**src/rtl/uart_pkg.sv**
```systemverilog
// Shared definitions for the UART receive path: receiver states and
// parity mode encodings.
package uart_pkg;

    typedef enum logic [2:0] {
        ST_IDLE    = 3'd0,
        ST_START   = 3'd1,
        ST_DATA    = 3'd2,
        ST_PAR     = 3'd3,
        ST_STOP    = 3'd4,
        ST_WAIT_HI = 3'd5
    } rx_state_t;

    localparam int PAR_NONE = 0;
    localparam int PAR_ODD  = 1;
    localparam int PAR_EVEN = 2;

endpackage

```
**src/rtl/uart_fifo.sv**
```systemverilog
// Show-ahead FIFO for received frames. Pointers carry one extra wrap bit
// so full and empty are distinguishable. A write into a full FIFO is
// accepted only if a pop happens in the same cycle; otherwise it is
// dropped and reported on 'drop'.
module uart_fifo #(
    parameter int WIDTH = 10,
    parameter int DEPTH = 4
) (
    input  logic             clk,
    input  logic             rst,
    input  logic             wr_en,
    input  logic [WIDTH-1:0] wr_data,
    input  logic             rd_en,
    output logic [WIDTH-1:0] rd_data,
    output logic             rd_valid,
    output logic             drop
);

    localparam int AW = $clog2(DEPTH);

    logic [AW:0]      wr_ptr;
    logic [AW:0]      rd_ptr;
    logic [WIDTH-1:0] mem [DEPTH];
    logic             empty;
    logic             full;
    logic             pop;
    logic             push;

    assign empty    = (wr_ptr == rd_ptr);
    assign full     = (wr_ptr[AW] != rd_ptr[AW]) &&
                      (wr_ptr[AW-1:0] == rd_ptr[AW-1:0]);
    assign pop      = rd_en && !empty;
    assign push     = wr_en && (!full || pop);
    assign drop     = wr_en && full && !pop;
    assign rd_valid = !empty;
    // Head is forced to zero while empty so the outputs read 0 after reset
    assign rd_data  = empty ? '0 : mem[rd_ptr[AW-1:0]];

    // Pointer bookkeeping; when full, the write slot equals the head slot,
    // so a simultaneous push and pop replaces the entry being popped.
    always_ff @(posedge clk or posedge rst) begin
        if (rst) begin
            wr_ptr <= '0;
            rd_ptr <= '0;
        end else begin
            if (push) wr_ptr <= wr_ptr + 1'b1;
            if (pop)  rd_ptr <= rd_ptr + 1'b1;
        end
    end

    // Storage array holds data only, so it carries no reset
    always_ff @(posedge clk) begin
        if (push) mem[wr_ptr[AW-1:0]] <= wr_data;
    end

endmodule

```
**src/rtl/uart_rx_fifo.sv**
```systemverilog
// UART receiver with mid-bit sampling, optional parity, framing check,
// start-bit glitch rejection and a small show-ahead receive FIFO.
module uart_rx_fifo
    import uart_pkg::*;
#(
    parameter int CLK_DIV    = 106,
    parameter int N_BITS     = 8,
    parameter int PARITY     = 0,
    parameter int FIFO_DEPTH = 4
) (
    input  logic              clk,
    input  logic              rst,
    input  logic              rx,
    input  logic              rd_en,
    output logic [N_BITS-1:0] rd_data,
    output logic              rd_perr,
    output logic              rd_ferr,
    output logic              rd_valid,
    output logic              overflow,
    input  logic              ovf_clr,
    output logic              glitch,
    output logic              busy
);

    localparam int            CW       = $clog2(CLK_DIV);
    localparam logic [CW-1:0] HALF_LD  = CW'(CLK_DIV / 2 - 1);
    localparam logic [CW-1:0] BIT_LD   = CW'(CLK_DIV - 1);
    localparam int            BW       = 4;
    localparam logic [BW-1:0] LAST_BIT = BW'(N_BITS - 1);
    localparam int            FW       = N_BITS + 2;

    logic              rx_p0;
    logic              rx_p1;
    logic              rx_q;
    rx_state_t         state;
    logic [CW-1:0]     cnt;
    logic [BW-1:0]     bit_cnt;
    logic [N_BITS-1:0] shreg;
    logic              perr_r;
    logic              tick;
    logic              wr_en;
    logic [FW-1:0]     wr_data;
    logic [FW-1:0]     head;
    logic              drop;

    // Parity check on the assembled data word and the received parity bit
    function automatic logic parity_error(input logic [N_BITS-1:0] d,
                                          input logic p);
        logic x;
        x = (^d) ^ p;
        if (PARITY == PAR_ODD)  return !x;
        if (PARITY == PAR_EVEN) return x;
        return 1'b0;
    endfunction

    assign tick    = (cnt == '0);
    assign busy    = (state != ST_IDLE);
    // The stop sample and the FIFO write happen in the same cycle
    assign wr_en   = (state == ST_STOP) && tick;
    assign wr_data = {~rx_p1, perr_r, shreg};

    // Two-flop synchroniser plus one delayed copy for falling-edge detection
    always_ff @(posedge clk or posedge rst) begin
        if (rst) begin
            rx_p0 <= 1'b1;
            rx_p1 <= 1'b1;
            rx_q  <= 1'b1;
        end else begin
            rx_p0 <= rx;
            rx_p1 <= rx_p0;
            rx_q  <= rx_p1;
        end
    end

    // Receiver FSM; the bit timer is reloaded at every sample so no drift builds up
    always_ff @(posedge clk or posedge rst) begin
        if (rst) begin
            state   <= ST_IDLE;
            cnt     <= '0;
            bit_cnt <= '0;
            perr_r  <= 1'b0;
            glitch  <= 1'b0;
        end else begin
            glitch <= 1'b0;
            case (state)
                ST_IDLE: begin
                    if (!rx_p1 && rx_q) begin
                        state   <= ST_START;
                        cnt     <= HALF_LD;
                        bit_cnt <= '0;
                        perr_r  <= 1'b0;
                    end
                end
                ST_START: begin
                    if (tick) begin
                        if (rx_p1) begin
                            state  <= ST_IDLE;
                            glitch <= 1'b1;
                        end else begin
                            state <= ST_DATA;
                            cnt   <= BIT_LD;
                        end
                    end else begin
                        cnt <= cnt - 1'b1;
                    end
                end
                ST_DATA: begin
                    if (tick) begin
                        cnt     <= BIT_LD;
                        bit_cnt <= bit_cnt + 1'b1;
                        if (bit_cnt == LAST_BIT)
                            state <= (PARITY != PAR_NONE) ? ST_PAR : ST_STOP;
                    end else begin
                        cnt <= cnt - 1'b1;
                    end
                end
                ST_PAR: begin
                    if (tick) begin
                        perr_r <= parity_error(shreg, rx_p1);
                        cnt    <= BIT_LD;
                        state  <= ST_STOP;
                    end else begin
                        cnt <= cnt - 1'b1;
                    end
                end
                ST_STOP: begin
                    if (tick) begin
                        state <= rx_p1 ? ST_IDLE : ST_WAIT_HI;
                    end else begin
                        cnt <= cnt - 1'b1;
                    end
                end
                ST_WAIT_HI: begin
                    if (rx_p1) state <= ST_IDLE;
                end
                default: state <= ST_IDLE;
            endcase
        end
    end

    // Data shift register, LSB received first ends up in bit 0
    always_ff @(posedge clk) begin
        if (state == ST_DATA && tick)
            shreg <= {rx_p1, shreg[N_BITS-1:1]};
    end

    // Sticky overflow; a drop in the same cycle wins over a clear
    always_ff @(posedge clk or posedge rst) begin
        if (rst) begin
            overflow <= 1'b0;
        end else if (drop) begin
            overflow <= 1'b1;
        end else if (ovf_clr) begin
            overflow <= 1'b0;
        end
    end

    uart_fifo #(
        .WIDTH(FW),
        .DEPTH(FIFO_DEPTH)
    ) u_fifo (
        .clk     (clk),
        .rst     (rst),
        .wr_en   (wr_en),
        .wr_data (wr_data),
        .rd_en   (rd_en),
        .rd_data (head),
        .rd_valid(rd_valid),
        .drop    (drop)
    );

    assign rd_data = head[N_BITS-1:0];
    assign rd_perr = head[N_BITS];
    assign rd_ferr = head[N_BITS+1];

endmodule

```
**config.mk**
```make
export PLATFORM = sky130hd
export DESIGN_NAME = uart_rx_fifo
export DESIGN_NICKNAME = d
export VERILOG_FILES = /design/src/rtl/uart_pkg.sv /design/src/rtl/uart_fifo.sv /design/src/rtl/uart_rx_fifo.sv
export SDC_FILE = /design/constraint.sdc
export NUM_CORES = 1
export LEC_CHECK = 0
export CORE_MARGIN = 2
export CORE_UTILIZATION = 25
export DETAILED_ROUTE_END_ITERATION = 6
export PLACE_DENSITY_LB_ADDON = 0.1
export RECOVER_POWER = 100
export SLEW_MARGIN = 40
export SYNTH_ARGS = -nofsm -noshare
export SYNTH_HDL_FRONTEND = slang
export SYNTH_HIERARCHICAL = 1
export SYNTH_SLANG_ARGS = --single-unit
```
**constraint.sdc**
```tcl
create_clock -name clk -period 5.5 [get_ports clk]
set_clock_uncertainty 0.15 [all_clocks]
set_input_delay 1.1 -clock clk [delete_from_list [all_inputs] [get_ports clk]]
set_output_delay 1.1 -clock clk [all_outputs]
set_load 0.05 [all_outputs]
```
==> out/results.txt <==
RSZ-0062 raised after global routing: false
post-CTS sizing: 0
largest net degree at the start of global routing: 20
Synth top cells by count: edfxtp_1, dfrtp_1, inv_1, nor2_1, nor2b_1
chip width: 118.4 um
die height: 118.4 um
share of layout cells above drive strength 1: 12.64%
asr flop ratio synth: 34.25%
Netlist cell types: 54
final cell count without fillers: 433
number of flops mapped to enable cells by yosys: 48
core area: 12,670 sq um
Final GP Congestion: 0.7155
CTS root buf: clkbuf_16
power density of the placed cells: 489.3 nW/um^2
Mapped Cells: 231
DR WL/cell: 14.99 um
top_reg_cell synth: edfxtp_1
Via-to-Cell Ratio: 4.379
die area: 14,010 sq um
Final Hold Viols: 0
crit start category: register
Max Freq: 247.8 MHz
Filler Cell Count: 1,288
Post-CTS Setup Inserts: 0
largest cells by area after synthesis: edfxtp_1, dfrtp_1, mux4_2
max_slew headroom: 38.06%
antenna violations before repair: 0
#FFs+latches synth: 73
clock slew seen by the registers of the worst setup and hold paths: 0.06 ns
WP data required: 4.25 ns
cts hold-fix bufs: 0
gr usage total: 10.02%
Synth Warn #: 6
cell total after placement: 418
vias in the first global route: 1,929
Setup CP Type: register to primary output
Min Clock Period, post-route: 4.036 ns
dominant cell type by area after synthesis: edfxtp_1
FP Rows: 41
average size of a mapped cell: 14.15 sq um
Port Buf Inserts: 18
Max rail drop VDD: 190.4 uV
Cell Area, Placed: 3652 sq um
worst slack, placed: 1.686 ns
antenna cell count: 0
routed vias: 1,896
Worst Tran Pin Value: 0.9162 ns
initial DRC count: 67
CP arrival: 2.79 ns
Starting Density: 25.80%
number of max-cap violations: 0
share of the synthesized area in the top cell type: 44.09%
HP Class: register to register
Pre-Repair DR Iteration Count: 4
Crit Path Max Fanout: 13
gr ovfl total: 0
CTS tree: yes
setup_tns: 0 ns
Setup crit end kind: primary output
mapped cell area: 3269 sq um
cts bufs inserted: 9
Slew Viols, Final: 0
clock latency on the worst-skew pair: 0.33 ns
first-pass GRT wire length: 10,650 um
PnR worst setup slack: 1.464 ns
status: finished, final reports clean
ANT nets after route: 0
htree depth: 3
share of the yosys chip area belonging to registers: 63.34%
LEAKAGE: 1.408 nW
Tcrit/Tclk final: 73.38%
DPL Wire Length: 4227 um
Post-route DRC: 0
Area Growth Syn to Fin: 19.40%
nets@finish: 269
Clock Path Buffers: 2
clk sinks: 73
IO Count: 19
final core occ: 30.81%
top-count cell post-synth: edfxtp_1
final WL: 6489 um
final instance area: 3904 sq um
Final Setup Violations: 0
[area by class of cell]
cell class                 count  area [sq um]  share of cell area, %
multi-input combinational    141          1110                  28.43
inverter                      13         48.80                  1.250
clock inverter                 6         45.04                  1.154
sequential                    73          2072                  53.08
tap                          172         215.2                  5.513
clock buffer                   9         225.2                  5.769
timing repair buffer          19         187.7                  4.808
[logic make-up (layout without fill, tap and decap cells)]
logic type	Yosys count	after routing	share of synthesized area [%]
AO/OA/AOI/OAI	43	43	9.606
XOR/XNOR	7	7	1.875
adder cells (fa/ha/maj)	7	7	2.679
buffers and inverters	20	47	2.449
flip-flops	73	73	63.34
multiplexers	14	14	8.190
other	1	4	0.1147
AND/OR/NAND/NOR	66	66	11.75
[power breakdown]
group / leakage [nW] / switching [W] / total, W / internal [W]
clock network: 0.136 / 0.000228 / 0.000533 / 0.000305
registers: 0.739 / 0.000103 / 0.000733 / 0.000630
logic: 0.532 / 0.000382 / 0.000644 / 0.000262
total: 1.41 / 0.000713 / 0.00191 / 0.00120
[per-layer routing]
metal | track usage [%] | share of wire, % | wire length (um) | up-vias
met2 | 16.22 | 49 | 3154 | 31
li1 | - | - | - | 924
met1 | 12.34 | 46 | 2982 | 932
met3 | 3.089 | 3.6 | 235 | 9
met5 | 0 | 0 | 0 | -
met4 | 4.292 | 1.8 | 117 | 0
[path summary, 6_finish.rpt]
| kind | startpoint | end | slack, ns | cells past startpoint |
|---|---|---|---|---|
| setup / recovery | u_fifo/rd_ptr[1] | rd_data[4] | 1.46 | 5 |
| hold reg to reg | rx_p0 | rx_p1 | 0.21 | 0 |
| min in group asynchronous | rst | u_fifo/rd_ptr[2] | 1.01 | 2 |
| setup reg to reg | cnt[0] | u_fifo/mem[0][7] | 1.92 | 6 |
| hold / removal | rx_p0 | rx_p1 | 0.21 | 0 |
| max in group asynchronous | rst | bit_cnt[2] | 3.48 | 2 |
[through the flow]
| step | total power, W | hold WS (ns) |
|---|---|---|
| after detailed placement | 0.001436 | 0.1991 |
| final | 0.001910 | 0.2108 |
| after global placement | 0.001435 | 0.1979 |
| after CTS | 0.001984 | 0.2077 |
| after global routing | 0.002020 | 0.2162 |
| after floorplan | 0.001236 | 0.1952 |
[cell usage in the layout, fill, tap and decap left out, drive strengths merged, types with 3 or more instances in the layout]
| master | count |
|---|---|
| a21o | 4 |
| a21oi | 6 |
| a221oi | 3 |
| a22oi | 3 |
| and3 | 5 |
| clkbuf | 9 |
| clkinv | 5 |
| conb | 4 |
| dfrtp | 22 |
| dfstp | 3 |
| dlygate4sd3 | 16 |
| edfxtp | 48 |
| ha | 7 |
| inv | 14 |
| mux4 | 10 |
| nand2 | 7 |
| nand2b | 3 |
| nor2 | 13 |
| nor2b | 12 |
| nor3 | 9 |
| o21ai | 8 |
| or3 | 4 |
| xnor2 | 4 |
| xor2 | 3 |
[flip-flops by register name (all words and copies together), names as in the netlist]
| signal | count |
|---|---|
| shreg | 8 |
| cnt | 7 |
| rx_p1 | 1 |
| glitch | 1 |
| overflow | 1 |
| u_fifo/wr_ptr | 3 |
| rx_q | 1 |
| u_fifo/rd_ptr | 3 |
| rx_p0 | 1 |
| state | 3 |
| bit_cnt | 4 |
| u_fifo/mem | 40 |
[worst max-delay path, stage by stage, from the launching register on]
cell and delay, ns:
dfrtp_1 0.72, xor2_1 0.41, nor3_1 0.11, buf_4 0.20, nor2b_1 0.13, dlygate4sd3_1 0.88
No activity file was read; power rests on OpenSTA's default activity.
